**src/rtl/alu_pkg.sv**
```systemverilog
// Shared types and default sizes for the ALU issue unit and its command FIFO.
package alu_pkg;

  localparam int ALU_WIDTH = 8;
  localparam int ALU_SEL_W = 4;
  localparam int ALU_DEPTH = 4;

  typedef enum logic [1:0] {
    IDLE  = 2'd0,
    DRIVE = 2'd1,
    HOLD  = 2'd2
  } alu_state_e;

endpackage

```
**src/rtl/alu_issue_fifo.sv**
```systemverilog
// Command FIFO: power-of-two depth, wrapping pointers, explicit occupancy counter.
module alu_issue_fifo #(
  parameter int WIDTH = 8,
  parameter int SEL_W = 4,
  parameter int DEPTH = 4
) (
  input  logic                         clk,
  input  logic                         rst_n,
  input  logic                         clear,
  input  logic                         push,
  input  logic                         pop,
  input  logic [2*WIDTH+SEL_W-1:0]     wdata,
  output logic [2*WIDTH+SEL_W-1:0]     data,
  output logic                         full,
  output logic                         empty,
  output logic [$clog2(DEPTH):0]       count
);

  localparam int PTR_W   = $clog2(DEPTH);
  localparam int ENTRY_W = 2 * WIDTH + SEL_W;

  logic [ENTRY_W-1:0] mem_q [DEPTH];
  logic [PTR_W-1:0]   wptr_q, wptr_d;
  logic [PTR_W-1:0]   rptr_q, rptr_d;
  logic [PTR_W:0]     count_q, count_d;
  logic               do_push, do_pop;

  assign full    = (count_q == (PTR_W+1)'(DEPTH));
  assign empty   = (count_q == '0);
  assign count   = count_q;
  assign data    = mem_q[rptr_q];
  // Clear wins over a same-cycle push or pop.
  assign do_push = push & ~full & ~clear;
  assign do_pop  = pop & ~empty & ~clear;

  always_comb begin
    wptr_d  = wptr_q;
    rptr_d  = rptr_q;
    count_d = count_q;
    if (clear) begin
      wptr_d  = '0;
      rptr_d  = '0;
      count_d = '0;
    end else begin
      if (do_push) wptr_d = wptr_q + PTR_W'(1);
      if (do_pop)  rptr_d = rptr_q + PTR_W'(1);
      case ({do_push, do_pop})
        2'b10:   count_d = count_q + (PTR_W+1)'(1);
        2'b01:   count_d = count_q - (PTR_W+1)'(1);
        default: count_d = count_q;
      endcase
    end
  end

  always_ff @(posedge clk or negedge rst_n) begin
    if (!rst_n) begin
      wptr_q  <= '0;
      rptr_q  <= '0;
      count_q <= '0;
    end else begin
      wptr_q  <= wptr_d;
      rptr_q  <= rptr_d;
      count_q <= count_d;
    end
  end

  always_ff @(posedge clk) begin
    if (do_push) mem_q[wptr_q] <= wdata;
  end

endmodule

```
**src/rtl/alu_issue_unit.sv**
```systemverilog
// Issues queued commands to an external combinational ALU and returns
// registered results over a valid/ready channel, counting completions.
module alu_issue_unit
  import alu_pkg::*;
#(
  parameter int WIDTH = ALU_WIDTH,
  parameter int SEL_W = ALU_SEL_W,
  parameter int DEPTH = ALU_DEPTH
) (
  input  logic                     clk,
  input  logic                     rst_n,
  input  logic                     flush,
  input  logic                     in_valid,
  output logic                     in_ready,
  input  logic [WIDTH-1:0]         in_a,
  input  logic [WIDTH-1:0]         in_b,
  input  logic [SEL_W-1:0]         in_sel,
  output logic [WIDTH-1:0]         alu_a,
  output logic [WIDTH-1:0]         alu_b,
  output logic [SEL_W-1:0]         alu_sel,
  input  logic [WIDTH-1:0]         alu_result,
  input  logic                     alu_carry,
  output logic                     out_valid,
  input  logic                     out_ready,
  output logic [WIDTH-1:0]         out_result,
  output logic                     out_carry,
  output logic                     out_zero,
  output logic [7:0]               op_count,
  output alu_state_e               dbg_state_o,
  output logic [$clog2(DEPTH):0]   dbg_count_o
);

  localparam int ENTRY_W = 2 * WIDTH + SEL_W;

  // Handshake: a transfer happens on a rising edge where valid and ready are
  // both high; a producer holds valid and its payload stable until then.

  alu_state_e         state_q, state_d;
  logic [WIDTH-1:0]   alu_a_q, alu_a_d;
  logic [WIDTH-1:0]   alu_b_q, alu_b_d;
  logic [SEL_W-1:0]   alu_sel_q, alu_sel_d;
  logic [WIDTH-1:0]   out_result_q, out_result_d;
  logic               out_carry_q, out_carry_d;
  logic               out_zero_q, out_zero_d;
  logic               out_valid_q, out_valid_d;
  logic [7:0]         op_count_q, op_count_d;

  logic               fifo_push, fifo_pop, fifo_full, fifo_empty;
  logic [ENTRY_W-1:0] fifo_wdata, fifo_rdata;

  assign in_ready   = ~fifo_full;
  assign fifo_push  = in_valid;
  assign fifo_wdata = {in_a, in_b, in_sel};

  alu_issue_fifo #(
    .WIDTH (WIDTH),
    .SEL_W (SEL_W),
    .DEPTH (DEPTH)
  ) u_fifo (
    .clk   (clk),
    .rst_n (rst_n),
    .clear (flush),
    .push  (fifo_push),
    .pop   (fifo_pop),
    .wdata (fifo_wdata),
    .data  (fifo_rdata),
    .full  (fifo_full),
    .empty (fifo_empty),
    .count (dbg_count_o)
  );

  always_comb begin
    state_d      = state_q;
    alu_a_d      = alu_a_q;
    alu_b_d      = alu_b_q;
    alu_sel_d    = alu_sel_q;
    out_result_d = out_result_q;
    out_carry_d  = out_carry_q;
    out_zero_d   = out_zero_q;
    out_valid_d  = out_valid_q;
    op_count_d   = op_count_q;
    fifo_pop     = 1'b0;

    if (flush) begin
      // alu_* deliberately keep their last values across a flush.
      state_d     = IDLE;
      out_valid_d = 1'b0;
    end else begin
      case (state_q)
        IDLE: begin
          if (!fifo_empty) begin
            fifo_pop  = 1'b1;
            alu_a_d   = fifo_rdata[ENTRY_W-1 -: WIDTH];
            alu_b_d   = fifo_rdata[WIDTH+SEL_W-1 -: WIDTH];
            alu_sel_d = fifo_rdata[SEL_W-1:0];
            state_d   = DRIVE;
          end
        end
        DRIVE: begin
          out_result_d = alu_result;
          out_carry_d  = alu_carry;
          out_zero_d   = (alu_result == '0);
          out_valid_d  = 1'b1;
          state_d      = HOLD;
        end
        HOLD: begin
          if (out_ready) begin
            out_valid_d = 1'b0;
            op_count_d  = op_count_q + 8'd1;
            if (!fifo_empty) begin
              fifo_pop  = 1'b1;
              alu_a_d   = fifo_rdata[ENTRY_W-1 -: WIDTH];
              alu_b_d   = fifo_rdata[WIDTH+SEL_W-1 -: WIDTH];
              alu_sel_d = fifo_rdata[SEL_W-1:0];
              state_d   = DRIVE;
            end else begin
              state_d = IDLE;
            end
          end
        end
        default: state_d = IDLE;
      endcase
    end
  end

  always_ff @(posedge clk or negedge rst_n) begin
    if (!rst_n) begin
      state_q      <= IDLE;
      alu_a_q      <= '0;
      alu_b_q      <= '0;
      alu_sel_q    <= '0;
      out_result_q <= '0;
      out_carry_q  <= 1'b0;
      out_zero_q   <= 1'b0;
      out_valid_q  <= 1'b0;
      op_count_q   <= '0;
    end else begin
      state_q      <= state_d;
      alu_a_q      <= alu_a_d;
      alu_b_q      <= alu_b_d;
      alu_sel_q    <= alu_sel_d;
      out_result_q <= out_result_d;
      out_carry_q  <= out_carry_d;
      out_zero_q   <= out_zero_d;
      out_valid_q  <= out_valid_d;
      op_count_q   <= op_count_d;
    end
  end

  assign alu_a       = alu_a_q;
  assign alu_b       = alu_b_q;
  assign alu_sel     = alu_sel_q;
  assign out_result  = out_result_q;
  assign out_carry   = out_carry_q;
  assign out_zero    = out_zero_q;
  assign out_valid   = out_valid_q;
  assign op_count    = op_count_q;
  assign dbg_state_o = state_q;

endmodule

```
**config.mk**
```make
export PLATFORM = sky130hd
export DESIGN_NAME = alu_issue_unit
export DESIGN_NICKNAME = d
export VERILOG_FILES = /design/src/rtl/alu_pkg.sv /design/src/rtl/alu_issue_fifo.sv /design/src/rtl/alu_issue_unit.sv
export SDC_FILE = /design/constraint.sdc
export NUM_CORES = 1
export LEC_CHECK = 0
export ABC_AREA = 1
export CORE_ASPECT_RATIO = 0.6
export CORE_MARGIN = 3
export CORE_UTILIZATION = 50
export CTS_CLUSTER_DIAMETER = 50
export CTS_CLUSTER_SIZE = 14
export DETAILED_ROUTE_END_ITERATION = 8
export DONT_BUFFER_PORTS = 1
export PLACE_DENSITY = 0.62
export SYNTH_ARGS = -nofsm -noshare
export SYNTH_HDL_FRONTEND = slang
export SYNTH_SLANG_ARGS = --single-unit
```
**constraint.sdc**
```tcl
create_clock -name clk -period 5 [get_ports clk]
set_input_delay 1.25 -clock clk [delete_from_list [all_inputs] [get_ports clk]]
set_output_delay 1.25 -clock clk [all_outputs]
set_load 0.02 [all_outputs]
```
; Yosys cells after proc, flatten, opt, wreduce, memory -nomap -nowiden
; Memories as Yosys holds them, arrays and structs flattened.
; Cells that the tools add are included.
[op_classes]
n_bitwise = 7
n_reduce_logical = 13
mux = 29
eq_ne = 8
addsub = 5
[op_table]
columns = cell, n
row1 = 8-bit 2-to-1 mux, 4
row2 = 8-bit case mux with 2 select lines, 2
row3 = 2-bit 2-to-1 mux, 7
row4 = "8-bit by 1-bit adder with 8-bit output, second input constant", 1
row5 = 8-bit zero test, 1
row6 = 1-bit 2-to-1 mux, 8
row7 = 4-bit 2-to-1 mux, 2
row8 = 4-bit case mux with 2 select lines, 1
row9 = "3-bit != test, second input constant", 2
row10 = 2-bit case mux with 3 select lines, 1
row11 = 3-bit case mux with 2 select lines, 1
row12 = 2-bit AND reduction, 3
row13 = 3-bit AND reduction, 2
row14 = 2-bit nonzero test, 3
row15 = 3-bit nonzero test, 2
row16 = "2-bit by 1-bit adder with 2-bit output, second input constant", 2
row17 = 1-bit bitwise AND, 4
row18 = "2-bit by 1-bit == test with 1-bit output, second input constant", 2
row19 = "2-bit == test, second input constant", 2
row20 = 1-bit case mux with 2 select lines, 2
row21 = "3-bit by 1-bit adder with 3-bit output, second input constant", 1
row22 = "3-bit == test, second input constant", 1
row23 = 3-bit zero test, 1
row24 = 3-bit 2-to-1 mux, 1
row25 = 4 further kinds, 6
[totals]
memories = 1
output_inout_bits = 45
regBits = 48
mem_bits_rw = 80
[memory_table]
columns = name, words, width, read_ports, rd_ports_with_merged_regs, wr, line_no
row1 = u_fifo.mem_q, 4, 20, 1, 0, 1, alu_issue_fifo.sv:22  ; logic [ENTRY_W-1:0] mem_q [DEPTH];

; Logic depth before layout (Yosys ltp)
; Gate-level depths: netlist (run 1).
[logic_depth]
depth_word = 10
depth_mapped = 12
depth_no_buf = 12

; Hierarchy
; From an unflattened synthesis (run 1), not the netlist that was laid out.
[hier_totals]
hier_cells = 458
hier_area_um2 = 5141.2
[by_module_without_submodules]
columns = module, area_each_um2, cells_each, seq_area_each_um2, n_inst
row1 = alu_issue_fifo, 3430.8, 259, 2577.5, 1
row2 = alu_issue_unit, 1710.4, 199, 1026.0, 1

; Least setup slack after synthesis (run 1)
; OpenSTA, ideal clock, no wires.
[synth_timing]
path_type = input -> register
startpoint = in flush
endpoint = mem u_fifo.mem_q[0][0] (netlist name), enable pin
setup_ns = 0.397
stages = 3
setup_slack_ns = 2.106
t_arrival_ns = 2.497
cell_sequence = inv_1 -> nand3_1 -> nor2_1
[synth_between]
elab_chain_cells = 4
[synth_rtl]
columns = item, line_no
row1 = start: declaration, alu_issue_unit.sv:12  ; input logic flush,
row2 = 1-bit NOT (no line), -
row3 = 1-bit bitwise AND, alu_issue_fifo.sv:33  ; assign do_push = push & ~full & ~clear;
row4 = 1-bit 2-to-1 mux, alu_issue_fifo.sv:68  ; if (do_push) mem_q[wptr_q] <= wdata;
row5 = 1-bit 2-to-1 mux (implied by the code), alu_issue_fifo.sv:68
row6 = end: declaration, alu_issue_fifo.sv:22
; No other way between the ends.

; Worst setup path after layout (run 1)
[layout_timing]
startpoint = in flush
endpoint = mem u_fifo.mem_q[3][5] (netlist name), enable pin
; Same word-level chain as after synthesis.

==> flow_summary.json, run 1 <==
{
  "status": "finished clean",
  "grtUsageTotal_pct": 18.9,
  "yosysWarnings": 0,
  "fin_crit_sh_pct": 54.0,
  "r2r_end": "u_fifo.mem_q[3][5]",
  "cp_top_family": "simple AND/OR/NAND/NOR gates",
  "relSlewSlack_pct": 23.3,
  "ctsLongestPathBuffers": 2,
  "reg2reg_setup_slack_ns": 2.39,
  "cts_tree": "done",
  "peakVddDrop_mv": 0.283,
  "syn_inst": 444,
  "cts_resized": 0,
  "worstSetupEndpointType": "register",
  "nFillCells": 843,
  "drt_first_pass_iters": 5,
  "hold_violations": 0,
  "fin_crit_ns": 2.70,
  "arrival_ns": 2.72,
  "start_kind": "primary input",
  "antenna_found_initial": 0,
  "ios": 79,
  "pre_cts_slack_ns": 1.81,
  "drive_gt1_share_pct": 13.4,
  "powerDensity_mw_per_mm2": 591,
  "hpwlAfterDp_um": 6290,
  "worst_pin_slew_ns": 1.15,
  "crit_fanout": 20,
  "routed-wl-met2_um": 4720,
  "path_cells": "inv_1, nand3_1, nor2_2",
  "highest_layer": "met4",
  "vias": 3148,
  "place_congestion": 0.823,
  "pwr-share-comb_pct": 19.3,
  "clkPwrFrac_pct": 33.4,
  "finalNetCount": 488,
  "power_mw": 3.48,
  "yosys_register_bits": 128,
  "fp.dieH_um": 85.2,
  "timing.rr.start": "u_fifo.count[0]",
  "worst_slack_ns": 2.30,
  "start_util_pct": 52.1,
  "hold_ws_ns": 0.526,
  "r2r_cells": 4,
  "htree_num_levels": 4,
  "grt_overflow": 0,
  "cts_buffers": 17,
  "rsz0062_at_grt": "no",
  "initialDrtViolationCount": 173,
  "fmax_mhz": 370,
  "syn_area_per_cell_um2": 11.8,
  "route.detailed.drc": 0,
  "grt_max_degree": 49,
  "grt_pass1_wl_um": 16500,
  "crit_cells": 3,
  "worstSetupPathType": "primary input to register",
  "synth_nets": 484,
  "total_leakage_power_nw": 2.27,
  "via_per_inst": 5.28,
  "min_path_type": "primary input to asynchronous set/reset pin",
  "grt_pass1_vias": 3262,
  "routedWlPerCell_um": 16.8,
  "port_buffers": 0,
  "seq_area_frac_synth_pct": 69.0,
  "cts_root_buffer": "clkbuf_16",
  "wirelength_met1_um": 4380,
  "maxCapViolCount": 0,
  "cpMaxStageDelayCell": "nor2_2",
  "netlist_area_mm2": 0.00522,
  "report.final.slew_viol_count": 0,
  "ant_nets": 0,
  "clock_latency_ns": 0.41,
  "cts.sinks": 128,
  "coreArea_mm2": 0.0100,
  "postLayoutCoreUtil_pct": 58.8,
  "cts_setup_buffers": 0,
  "dieArea_mm2": 0.0117,
  "cts_hold_buf": 0,
  "clkTransAtPathRegs_ns": 0.06,
  "wl_met3_um": 761,
  "swShare_pct": 34.3,
  "fp-row-count": 28,
  "die_x_um": 138,
  "p_int_mw": 2.29,
  "setup_violations": 0,
  "cp.buffers_inverters": 1,
  "worstPathRequired_ns": 5.02,
  "seqPwrFrac_pct": 47.3,
  "finalSetupTns_ns": 0,
  "p_sw_mw": 1.19,
  "syn_to_final_growth_pct": 12.8,
  "skew_ns": 0.00974,
  "totalWireLength_um": 10000,
  "netlist-cell-type-count": 26,
  "slowest_delay_ns": 0.96,
  "diodes": 0
}
## cells in the mapped netlist, drive strengths merged
cell type    n  area share [%]
edfxtp      80              46
o21ai       52             5.0
o31ai        2            0.29
nor2       115             8.6
clkbuf       7            0.50
nor3         2            0.19
buf         11             1.4
xnor2        2            0.34
nand3b       1            0.14
ha           5             1.2
a31oi       20             4.7
fa           1            0.38
nand2       50             3.7
nand3        7            0.77
dfrtp       48              23
inv         29             2.1
xor2         6             1.0
mux2         1            0.22
nand4        5            0.60
## power groups by stage
stage | clock [mW] | combinational [mW] | sequential (mW)
detailed placement | 0 | 0.678 | 1.67
finish | 1.16 | 0.672 | 1.65
global route | 1.24 | 0.782 | 1.67
global placement | 0 | 0.657 | 1.66
CTS | 1.18 | 0.685 | 1.65
floorplan | 0 | 0.572 | 1.62
## cell families (layout without fill, tap and decap cells)
group	after synthesis	after routing	share of synthesized area (%)
and+or+nand+nor	180	180	13.9
DFF	128	128	69.0
AOI/OAI and AO/OA	74	74	9.94
buffers and inverters	47	64	3.95
xor gates and xnor gates	8	8	1.34
adders and majority gates	6	6	1.58
muxes	1	1	0.216
## worst reg2reg max path: cells and delay by family (launching register included)
kind             cells  cell delay [ns]
AND/OR/NAND/NOR      4             1.67
flip-flops           1             0.55
## cell type report
| type | instances | area, um^2 | share of cell area [%] |
|---|---|---|---|
| clock inverters | 11 | 83.8 | 1.42 |
| clock buffers | 21 | 482 | 8.18 |
| well taps | 135 | 169 | 2.87 |
| multi-input cells | 269 | 1420 | 24.1 |
| inverters | 29 | 109 | 1.85 |
| flip-flops and latches | 128 | 3600 | 61.2 |
| repair buffers | 3 | 22.5 | 0.382 |
## per-layer routing
metal / up-vias / track usage [%]
met4: 0 / 9.24
li1: 1525 / -
met2: 88 / 29.0
met5: - / 0
met3: 14 / 6.99
met1: 1521 / 23.9
## through the flow
step | cells | instance area [um^2]
2_1_floorplan | 444 | 5220
5_1_grt | 596 | 5890
3_3_place_gp | 564 | 5330
3_5_place_dp | 564 | 5330
6_report | 596 | 5890
4_1_cts | 596 | 5890
## how the worst max path moves through the flow
| stage | to | start | slack (ns) |
|---|---|---|---|
| floorplan | u_fifo.mem_q[0][0] | flush | 2.11 |
| global placement | u_fifo.mem_q[0][16] | flush | 1.92 |
| detailed placement | u_fifo.mem_q[0][1] | flush | 1.81 |
| CTS | u_fifo.mem_q[0][8] | flush | 2.24 |
| global route | u_fifo.mem_q[0][17] | flush | 2.15 |
| finish | u_fifo.mem_q[3][5] | flush | 2.30 |
## registers in the layout, summed over array words and instances, names as in the netlist, 3 cells and up
signal / count
out_result: 8
alu_sel: 4
alu_a: 8
u_fifo.count: 3
alu_b: 8
op_count: 8
u_fifo.mem_q: 80
## cells in the final DEF (no fill, tap or decap), drive strengths merged
master and instances:
nand3 7, inv 31, edfxtp 80, nand2 50, mux2 1, o21ai 52, xor2 6, bufinv 1
xnor2 2, o31ai 2, nand3b 1, nor3 2, clkinv 8, buf 3, ha 5, a31oi 20
fa 1, dfrtp 48, nand4 5, clkbuf 21, nor2 115
Note: power is estimated with default switching activity, not from simulation.
==> run 2, diff against run 1 <==
--- a/config.mk
+++ b/config.mk
@@ -13,7 +13,7 @@
 export CTS_CLUSTER_SIZE = 14
 export DETAILED_ROUTE_END_ITERATION = 8
 export DONT_BUFFER_PORTS = 1
-export PLACE_DENSITY = 0.62
+export PLACE_DENSITY = 0.65
 export SYNTH_ARGS = -nofsm -noshare
 export SYNTH_HDL_FRONTEND = slang
 export SYNTH_SLANG_ARGS = --single-unit
==> constraint.sdc (replaced) <==
create_clock -name clk -period 2.45 [get_ports clk]
set_input_delay 0.6125 -clock clk [delete_from_list [all_inputs] [get_ports clk]]
set_output_delay 0.6125 -clock clk [all_outputs]
set_load 0.02 [all_outputs]
==> run 2 against run 1 <==
  * Clock skew rose by 0.0043 ns
  * Combinational power rose by 120%
  * Die area unchanged
  * Sequential share of layout area down 1.0 points
  * First-iteration DRC count is 38% higher
  * Total power up 110%
  * Design area grew 1.7%
  * Largest power group unchanged
==> flow_summary.json, run 2 (synthesis gave the netlist of run 1 again) <==
{
  "nFillCells": 825,
  "cts_setup_buffers": 0,
  "finalSetupTns_ns": 0,
  "ctsLongestPathBuffers": 2,
  "arrival_ns": 2.57,
  "route.detailed.drc": 0,
  "drive_gt1_share_pct": 15.5,
  "largest_register_ffs": 80,
  "start_util_pct": 52.1,
  "cts_tree": "done",
  "cp_top_family": "simple AND/OR/NAND/NOR gates",
  "final_common_cell": "nor2_1",
  "busiest_layer": "met2",
  "top_register": "u_fifo.mem_q",
  "ant_nets": 0,
  "grtUsageMet2_pct": 31.1,
  "cpMaxStageDelayCell": "dfrtp_1",
  "totalWireLength_um": 10500,
  "path_cells": "nor2_1, nand2_1, nand3_1, nand2_2, inv_1, fa_1, xor2_1, nand3b_1, nand2_1, inv_1, nand2_1",
  "fp.dieH_um": 85.2,
  "grt_overflow": 0,
  "coreArea_mm2": 0.0100,
  "rsz0062_at_grt": "no",
  "relSlewSlack_pct": 47.2,
  "grt_pass1_wl_um": 17400,
  "fin_crit_sh_pct": 90.4,
  "cp.buffers_inverters": 2,
  "grtUsageTotal_pct": 20.0,
  "pre_cts_slack_ns": 0.267,
  "start_kind": "register",
  "routedWlPerCell_um": 17.4,
  "cts_resized": 0,
  "fmax_mhz": 452,
  "htree_num_levels": 4,
  "syn_to_final_growth_pct": 14.8,
  "crit_fanout": 5,
  "worstSetupPathType": "register to register",
  "grt.met1_usage_pct": 25.8,
  "cts_hold_buf": 1,
  "power_mw": 7.20,
  "use_met3_pct": 8.23,
  "worst_slack_ns": 0.235,
  "cts_buffers": 17,
  "worstSetupEndpointType": "register",
  "place_congestion": 0.759,
  "diodes": 0,
  "min_path_type": "primary input to asynchronous set/reset pin",
  "drt_first_pass_iters": 4,
  "via_per_inst": 5.23,
  "clkTransAtPathRegs_ns": 0.06,
  "grt_pass1_vias": 3326,
  "hold_ws_ns": 0.0462,
  "finalNetCount": 497,
  "report.final.slew_viol_count": 0,
  "cts.sinks": 128,
  "setup_violations": 0,
  "worstPathRequired_ns": 2.81,
  "fin_crit_ns": 2.21,
  "dieArea_mm2": 0.0117,
  "slowest_delay_ns": 0.55,
  "hold_violations": 0,
  "status": "finished clean",
  "maxCapViolCount": 0,
  "hpwlAfterDp_um": 6410,
  "initialDrtViolationCount": 238,
  "cpMostUsedCell": "nand2_1",
  "fp-row-count": 28,
  "total_leakage_power_nw": 2.31,
  "postLayoutCoreUtil_pct": 59.8,
  "worst_pin_slew_ns": 0.792,
  "final_cell_mix": "nor2_1, edfxtp_1, o21ai_0",
  "cts_root_buffer": "clkbuf_16",
  "antenna_found_initial": 0,
  "grt_max_degree": 49,
  "clock_latency_ns": 0.42,
  "ios": 79,
  "peakVddDrop_mv": 0.610,
  "port_buffers": 0,
  "skew_ns": 0.0140,
  "powerDensity_mw_per_mm2": 1200,
  "die_x_um": 138,
  "vias": 3167
}
-- run 2: final timing paths --
kind	from	to	slack, ns	cells past startpoint
setup / recovery	u_fifo.count[1]	u_fifo.count[2]	0.24	11
hold / removal	rst_n	u_fifo.wptr_q[1]	0.05	1
setup reg to reg	u_fifo.count[1]	u_fifo.count[2]	0.24	11
hold reg to reg	u_fifo.mem_q[0][6]	alu_b[2]	0.55	2
max in group asynchronous	rst_n	alu_b[5]	2.18	1
min in group clk	in_a[3]	u_fifo.mem_q[1][15]	0.29	0
-- run 2: area by class of cell --
type | instances | area, um^2 | area share [%]
clock buffers | 17 | 425 | 7.10
flip-flops and latches | 128 | 3600 | 60.1
clock inverters | 15 | 154 | 2.57
inverters | 29 | 109 | 1.82
well taps | 135 | 169 | 2.82
multi-input cells | 269 | 1420 | 23.7
repair buffers | 12 | 110 | 1.84
-- run 2: metal layers --
| metal | up-vias | part of all wire [%] |
|---|---|---|
| met3 | 2 | 8.0 |
| li1 | 1542 | - |
| met2 | 102 | 48 |
| met5 | - | 0 |
| met4 | 0 | 0.44 |
| met1 | 1521 | 43 |
-- run 2: power breakdown --
group          switching [mW]  total, mW  internal, mW
Combinational           0.946       1.45         0.505
Clock                   0.990       2.41          1.42
Sequential              0.652       3.34          2.69
Total                    2.59       7.20          4.62
-- run 2: through the flow --
step           area [um^2]  instances
2_1_floorplan         5220        444
3_3_place_gp          5390        572
3_5_place_dp          5390        572
4_1_cts               5990        605
5_1_grt               5990        605
6_report              5990        605
